File: src/rtl/adc_emu_pkg.sv
// ============================================================================
// Module : adc_emu_pkg
// Desc   : Shared constants and FSM encoding for the SAR ADC serial-port emulator.
// Rev    : 1.0
// ============================================================================
`default_nettype none

package adc_emu_pkg;

   localparam int CONV_CYCLES_DEF = 256;
   localparam int DATA_W_DEF      = 12;
   localparam int CFG_W_DEF       = 6;
   localparam int CONV_COUNT_W    = 16;
   localparam int TAG_W           = 3;

   localparam logic [1:0] ST_IDLE  = 2'd0;
   localparam logic [1:0] ST_CONV  = 2'd1;
   localparam logic [1:0] ST_SHIFT = 2'd2;

   function automatic int cnt_width(input int n);
      return (n > 1) ? $clog2(n) : 1;
   endfunction

endpackage

`default_nettype wire

File: src/rtl/adc_emu_pattern_gen.sv
// ============================================================================
// Module : adc_emu_pattern_gen
// Desc   : Test-pattern ramp with a channel tag in the LSBs (ADC_EMU_PATTERN_EN).
// Rev    : 1.0
// ============================================================================
`default_nettype none

module adc_emu_pattern_gen
   import adc_emu_pkg::*;
#(
   parameter int DATA_W = DATA_W_DEF
) (
   input  logic              clk,
   input  logic              rst_n,
   input  logic              advance,
   input  logic [TAG_W-1:0]  tag,
   output logic [DATA_W-1:0] pattern
);

   logic [DATA_W-1:0] ramp;
   logic [TAG_W-1:0]  unused_ramp_lsbs;

   always_ff @(posedge clk) begin
      if (!rst_n)
         ramp <= '0;
      else if (advance)
         ramp <= ramp + DATA_W'(1);
   end

   // Pre-increment ramp value is presented; its low bits are replaced by the tag.
   assign pattern          = {ramp[DATA_W-1:TAG_W], tag};
   assign unused_ramp_lsbs = ramp[TAG_W-1:0];

endmodule

`default_nettype wire

File: src/rtl/adc_emulator.sv
// ============================================================================
// Module : adc_emulator
// Desc   : Device-side loopback model of the 12-bit SAR ADC serial port.
//          Optional ramp source enabled by define ADC_EMU_PATTERN_EN.
// Rev    : 1.0
// ============================================================================
`default_nettype none

module adc_emulator
   import adc_emu_pkg::*;
#(
   parameter int CONV_CYCLES   = CONV_CYCLES_DEF,
   parameter int DATA_W        = DATA_W_DEF,
   parameter int CFG_W         = CFG_W_DEF,
   parameter bit SDI_LSB_FIRST = 1'b1
) (
   input  logic                    clk,
   input  logic                    rst_n,
   input  logic                    adc_convst,
   input  logic                    adc_sck,
   input  logic                    adc_sdi,
   output logic                    adc_sdo,
   input  logic [DATA_W-1:0]       sample_in,
   output logic                    sample_req,
   input  logic                    pattern_sel,
   output logic [CFG_W-1:0]        cfg_active,
   output logic                    cfg_valid,
   output logic                    busy,
   output logic [CONV_COUNT_W-1:0] conv_count
);

   localparam int CNT_W     = cnt_width(CONV_CYCLES);
   localparam int SDI_CNT_W = cnt_width(CFG_W + 1);

   localparam logic [CNT_W-1:0]     CONV_LOAD = CNT_W'(CONV_CYCLES - 1);
   localparam logic [SDI_CNT_W-1:0] SDI_LAST  = SDI_CNT_W'(CFG_W - 1);
   localparam logic [SDI_CNT_W-1:0] SDI_FULL  = SDI_CNT_W'(CFG_W);

   logic [1:0]           state;
   logic [CNT_W-1:0]     conv_cnt;
   logic [DATA_W-1:0]    data;
   logic [SDI_CNT_W-1:0] sdi_cnt;
   logic [SDI_CNT_W-1:0] sdi_idx;
   logic [CFG_W-1:0]     cfg_pending;
   logic                 convst_q;
   logic                 sck_q;
   logic                 convst_rise;
   logic                 sck_rise;
   logic                 sck_fall;
   logic                 accept;
   logic [DATA_W-1:0]    src;

   assign convst_rise = adc_convst & ~convst_q;
   assign sck_rise    = adc_sck & ~sck_q;
   assign sck_fall    = ~adc_sck & sck_q;
   assign accept      = convst_rise && (state == ST_IDLE || state == ST_SHIFT);
   assign sdi_idx     = SDI_LSB_FIRST ? sdi_cnt : (SDI_LAST - sdi_cnt);

`ifdef ADC_EMU_PATTERN_EN
   logic [DATA_W-1:0] pattern;

   adc_emu_pattern_gen #(
      .DATA_W (DATA_W)
   ) u_pattern_gen (
      .clk     (clk),
      .rst_n   (rst_n),
      .advance (accept),
      .tag     (cfg_pending[CFG_W-1 -: TAG_W]),
      .pattern (pattern)
   );

   assign src = pattern_sel ? pattern : sample_in;
`else
   logic unused_pattern_sel;

   assign unused_pattern_sel = pattern_sel;
   assign src                = sample_in;
`endif

   always_ff @(posedge clk) begin
      if (!rst_n) begin
         state       <= ST_IDLE;
         conv_cnt    <= '0;
         data        <= '0;
         sdi_cnt     <= '0;
         cfg_pending <= '0;
         cfg_active  <= '0;
         convst_q    <= 1'b0;
         sck_q       <= 1'b0;
         adc_sdo     <= 1'b0;
         sample_req  <= 1'b0;
         cfg_valid   <= 1'b0;
         busy        <= 1'b0;
         conv_count  <= '0;
      end else begin
         convst_q   <= adc_convst;
         sck_q      <= adc_sck;
         sample_req <= 1'b0;
         cfg_valid  <= 1'b0;

         // A CONVST rise outranks any SCK activity in the same cycle.
         if (accept) begin
            state      <= ST_CONV;
            busy       <= 1'b1;
            conv_cnt   <= CONV_LOAD;
            cfg_active <= cfg_pending;
            data       <= src;
            sample_req <= 1'b1;
            conv_count <= conv_count + CONV_COUNT_W'(1);
            adc_sdo    <= 1'b0;
            sdi_cnt    <= '0;
         end else begin
            case (state)
               ST_CONV: begin
                  if (conv_cnt == '0) begin
                     state   <= ST_SHIFT;
                     busy    <= 1'b0;
                     adc_sdo <= data[DATA_W-1];
                  end else begin
                     conv_cnt <= conv_cnt - CNT_W'(1);
                  end
               end
               ST_SHIFT: begin
                  if (sck_fall) begin
                     data    <= {data[DATA_W-2:0], 1'b0};
                     adc_sdo <= data[DATA_W-2];
                  end
                  if (sck_rise && (sdi_cnt < SDI_FULL)) begin
                     cfg_pending[sdi_idx] <= adc_sdi;
                     sdi_cnt              <= sdi_cnt + SDI_CNT_W'(1);
                     cfg_valid            <= (sdi_cnt == SDI_LAST);
                  end
               end
               ST_IDLE: ;
               default: state <= ST_IDLE;
            endcase
         end
      end
   end

endmodule

`default_nettype wire

File: config.mk
export PLATFORM = sky130hd
export DESIGN_NAME = adc_emulator
export DESIGN_NICKNAME = d
export VERILOG_FILES = /design/src/rtl/adc_emu_pkg.sv /design/src/rtl/adc_emu_pattern_gen.sv /design/src/rtl/adc_emulator.sv
export SDC_FILE = /design/constraint.sdc
export NUM_CORES = 1
export LEC_CHECK = 0
export CORE_UTILIZATION = 56
export DETAILED_ROUTE_END_ITERATION = 16
export PLACE_DENSITY = 0.85
export SYNTH_ARGS = -nofsm -noshare
export SYNTH_HDL_FRONTEND = slang
export SYNTH_HIERARCHICAL = 1
export SYNTH_SLANG_ARGS = --single-unit
File: constraint.sdc
create_clock -name clk -period 2.8 [get_ports clk]
set_input_delay 0.56 -clock clk [delete_from_list [all_inputs] [get_ports clk]]
set_output_delay 0.56 -clock clk [all_outputs]
set_load 0.1 [all_outputs]
==> After elaboration in Yosys (flattened, before gate mapping) <==
Index checks and enable logic that the tools add are counted.
W data, S select, Z words.
{ "totals": {"reg_bits": 59, "in_bits": 18, "output_inout_bits": 26, "word_cells": 80} }
{ "op_classes": {"n_addsub": 3, "order_cmp": 3, "n_eq_ne": 8, "mux": 19, "bitwise": 11, "n_reduce_logical": 22} }
{ "ops": {"columns": ["cell", "count"], "rows": [
  ["$mux W12", 3],
  ["$mux W8", 3],
  ["$add A16 B1 Y16 const B", 1],
  ["$reduce_and A2 Y1", 6],
  ["$reduce_bool A2 Y1", 5],
  ["$logic_not A8 Y1", 1],
  ["$mux W1", 8],
  ["$not A1 Y1", 8],
  ["$sub A8 B1 Y8 const B", 1],
  ["$bwmux W6", 1],
  ["$ne A2 B2 Y1 const B", 3],
  ["$reduce_and A3 Y1", 2],
  ["$lt A3 B4 Y1 const B", 1],
  ["$pmux W2 S2", 1],
  ["$reduce_or A2 Y1", 2],
  ["$reduce_or A4 Y1", 1],
  ["$add A3 B1 Y3 const B", 1],
  ["$and A1 B1 Y1", 3],
  ["$demux W1 S3", 1],
  ["$eq A3 B3 Y1 const B", 1],
  ["$ge A3 B1 Y1 const B", 1],
  ["$logic_and A1 B1 Y1", 3],
  ["$lt A3 B3 Y1 const B", 1],
  ["$ne A3 B3 Y1 const B", 1],
  ["7 further kinds", 7]
]} }

==> Longest topological paths before layout <==
{ "logic_depth": {"depth_word": 5, "depth_mapped": 7, "ltp_nobuf": 6} }

==> Worst setup path before layout <==
OpenSTA, ideal clock, no wires.
{ "synth_timing": {"kind": "register -> register", "from": "reg conv_count[4]", "to": "reg conv_count[14]", "arrival_time_ps": 2145, "required_time_ps": 2730, "setup_slack_ps": 584, "stages_incl_launch_ff": 5, "n_path_buf": 0, "path_cell_list": "dfxtp_1 -> and4_1 -> nand2_1 -> or4_1 -> a21oi_1"} }
{ "synth_via": {"elab_chain_len": 1} }
{ "synth_lines": {"columns": ["item", "line_no", "rtl"], "rows": [
  ["start: declaration", "adc_emulator.sv:29", "output logic [CONV_COUNT_W-1:0] conv_count"],
  ["start signal: assignment", "adc_emulator.sv:109", "conv_count <= conv_count + CONV_COUNT_W'(1);"],
  ["$add A16 B1 Y16", "adc_emulator.sv:109", null]
]} }
Every way passes these cells.
A chain may end at the register's enable or synchronous reset.

==> Worst setup path after layout <==
{ "layout_timing": {"from": "in adc_convst", "to": "reg data[8]"} }
{ "layout_via": {"elab_chain_len": 4, "elab_cells_between_ends": 6, "classes_between": "mux (1); bitwise (1); reduce/logical (4)"} }
{ "layout_lines": {"columns": ["item", "line_no", "rtl"], "rows": [
  ["start: declaration", "adc_emulator.sv:19", "input logic adc_convst,"],
  ["$and A1 B1 Y1 (*)", "adc_emulator.sv:53", "assign convst_rise = adc_convst & ~convst_q;"],
  ["$logic_and A1 B1 Y1 (*)", "adc_emulator.sv:56", "assign accept = convst_rise && (state == ST_IDLE || state == ST_SHIFT);"],
  ["$reduce_bool A2 Y1 (no line)", null, null],
  ["$reduce_and A2 Y1 (no line)", null, null],
  ["end signal: assignment", "adc_emulator.sv:107", "data <= src;"],
  ["end signal: assignment", "adc_emulator.sv:125", "data <= {data[DATA_W-2:0], 1'b0};"],
  ["end: declaration", "adc_emulator.sv:41", "logic [DATA_W-1:0] data;"]
]} }
Every way passes the cells marked *; elsewhere a longest branch is shown, timed or not.

==> impl_results.md <==
* Status: completed
* Routed vias/inst at ~5.7
* Critical Path AT at approximately 2.2 ns
* FFs w/ async S/R, synth at 0%
* RSZ-0062 raised after global routing: no
* Hold Path Stages at 2
* DRT antenna net count at 0
* Worst rel slew slack at about three fifths
* Hold path startpoint: cfg_pending[5]
* Reg-to-reg slack, setup at about 0.98 ns
* IO Port Bufs at 42
* Fmax achieved at 507 MHz
* Vias after detailed routing at about 2200
* Synth Register Bits at approximately 60
* Crit-path cells: clkdlybuf4s50_1, nor2b_1, nand2b_1, buf_4, a211oi_1
* Mapped Nets at ~310
* TritonRoute pass-1 iters at 4
* Max Cap Viol at 0
* CTS tree: built
* Setup Total Neg Slack at 0 ns
* CP Capture Type: flop
* Worst path max stage delay at 0.53 ns
* Die height at between 70 and 80 um
* HP Class: flop to flop
* Latest clock arrival within the worst-skew pair at 0.34 ns
* Unique masters post-synth at 45
* Num CTS Buffers at 9
* DRT iter0 DRCs at ~110
* DIE AREA at 4930 um2
* Core Util, Final at 72.3%
* Area Growth Syn to Fin at 22.5%
* Chip width at about 70 um
* Final min period at between 1.5 and 2 ns
* Drt drc at 0
* Antenna Cells at 0
* Pre-CTS WS at a little over 0.5 ns
* Cells after Synth at between 200 and 300
* Final instance area at about 3200 um2
* Endpoints failing setup at 0
* Final hold violation count at 0
* Largest net degree at the start of global routing at 42
* Number of synthesized flops with an enable pin at 0
* Mapped Area at around 2600 um2
* Layout cells sized above 1 at 15.7%
* Routability cong. at between 0.8 and 0.9
* Dpl cell area at just over 3000 um2
* Synth Warn # at 6
* Reg2reg end: conv_cnt[4]
* Post-cts resize count at 0
* Total wire length at 5500 um
* Number of global-route vias before repair at about 2100
* Final WS setup at about 0.83 ns
* Top_reg_cell synth: dfxtp_1
* First-pass GRT wire length at 9400 um
* DR WL/cell at between 10 and 15 um
* Worst Tran Pin Value at roughly 0.56 ns
* Hold-critical path endpoint: cfg_active[5]
* GR Overflow Total at 0
* Setup CP Type: input port to flop
* Critical R2R Launch: conv_cnt[0]
* Syn avg cell area at ~9 um2
* Register area share after synthesis at between 40% and 50%
* Worst-case reg-to-reg path depth at 6
* CP Depth at 5
* Critical path's slowest cell: clkdlybuf4s50_1
* Data required, critical path at around 3.0 ns
* Postcts setup bufs at 0
* Cell leakage power at between 1 and 1.5 nW
* Reg clk slew, reported paths at around 0.06 ns
* Worst Clk Skew at between 0.005 and 0.006 ns
* Peak VDD IR at approximately 0.32 mV
* Initial antenna violation count at 0
* Tot GR Track Use at between 20% and 30%
* Kind of cell adding the most delay to the critical path: buffers and inverters
* Core Region at approximately 4400 um2
* Clock sinks at just under 60
* Clk root buf: clkbuf_8
* CTS max path bufs at 2
* Worst-path fanout max at 18
* Initial core utilization at about three fifths
* Period utilization at a little over 70%
* IO Pins at between 40 and 50
* P per Cell Area at 577 nW/um2
* Startpoint Class: input port
* DP Wirelength at about 3600 um
* CP Buf/Inv Count at 2
* Post-layout nets at 356
* Std-Cell Rows at 24
* Max-slew violation count at 0
* Post-CTS Hold Fix Bufs at 0
* Number of H-tree levels at 3
## sequential cells by signal (all words and copies together) (netlist names), 2 cells and up
register and count:
cfg_pending 6, cfg_active 6, sdi_cnt 3, conv_count 16, data 12, conv_cnt 8, state 2
## through the flow
step                hold slack (ns)  power (mW)  std cells
floorplan                     0.432        1.10        289
global placement              0.440        1.16        374
detailed placement            0.446        1.17        374
CTS                           0.455        1.85        390
global route                  0.484        1.91        390
finish                        0.453        1.84        390
## synthesized netlist by cell type, drive strengths merged, types with 3 or more instances
cell type / number / area share, %
dfxtp: 59 / 45
nor2: 35 / 5.0
nand2: 32 / 4.6
mux2i: 21 / 8.1
a21oi: 20 / 3.8
a211oi: 16 / 4.6
clkbuf: 11 / 1.6
nand3: 9 / 1.9
inv: 6 / 0.86
nand4: 6 / 1.4
ha: 5 / 2.4
nand2b: 5 / 1.2
xnor2: 5 / 1.7
xor2: 5 / 1.7
buf: 4 / 0.96
nor3: 4 / 0.77
o21ai: 4 / 0.77
or3: 4 / 0.96
a31oi: 3 / 0.72
and2: 3 / 0.72
and4: 3 / 1.0
nor3b: 3 / 1.2
nor4: 3 / 0.96
or4: 3 / 0.86
## worst register-to-register path: cells and delay by family (launching register included)
family / cells / cell delay (ns)
AO/OA/AOI/OAI: 2 / 0.74
flip-flops: 1 / 0.40
AND/OR/NAND/NOR: 2 / 0.30
adder cells (fa/ha/maj): 1 / 0.21
buffers and inverters: 1 / 0.09
## cell type report
cell class | instances | area, um2
clock buffer | 14 | 163
clock inverter | 2 | 10.0
fill | 348 | 1220
inverter | 6 | 22.5
multi-input combinational | 209 | 1350
sequential | 59 | 1180
tap | 52 | 65.1
timing repair buffer | 48 | 400
## cells by family after synthesis
group | after synthesis | synth area share, %
and+or+nand+nor | 122 | 24.8
DFF | 59 | 45.3
AOI/OAI and AO/OA | 51 | 12.6
buffers and inverters | 21 | 3.41
muxes | 21 | 8.07
xor gates and xnor gates | 10 | 3.36
adders and majority gates | 5 | 2.40
## metal layers
| metal | up-vias | part of all wire [%] | track usage (%) |
|---|---|---|---|
| met5 | - | 0 | 0 |
| met4 | 0 | 2.5 | 11.1 |
| met3 | 12 | 3.0 | 6.20 |
| met2 | 44 | 49 | 40.5 |
| met1 | 1057 | 45 | 29.4 |
| li1 | 1127 | - | - |
## report_power, final
part,total (mW),switching (mW),leakage (nW),internal [mW]
combinational,0.239,0.145,0.647,0.0941
clock,0.687,0.320,0.0905,0.367
sequential,0.916,0.0376,0.481,0.878
total,1.84,0.502,1.22,1.34
## placed cells by master, fill, tap and decap left out, drive strengths merged, types with 6 or more instances in the layout
| cell type | synthesis | layout |
|---|---|---|
| dfxtp | 59 | 59 |
| nor2 | 35 | 35 |
| nand2 | 32 | 32 |
| buf | 4 | 32 |
| mux2i | 21 | 21 |
| a21oi | 20 | 20 |
| a211oi | 16 | 16 |
| clkdlybuf4s50 | 0 | 16 |
| clkbuf | 11 | 14 |
| nand3 | 9 | 9 |
| nand4 | 6 | 6 |
| inv | 6 | 6 |
## worst max-delay path by stage
stage                  start              to
3_3_place_gp      adc_convst  conv_count[14]
2_1_floorplan  conv_count[4]  conv_count[14]
5_1_grt          conv_cnt[0]     conv_cnt[4]
4_1_cts           adc_convst  conv_count[14]
6_report          adc_convst         data[8]
3_5_place_dp      adc_convst  conv_count[14]
Power figures use the tool's default switching activity.
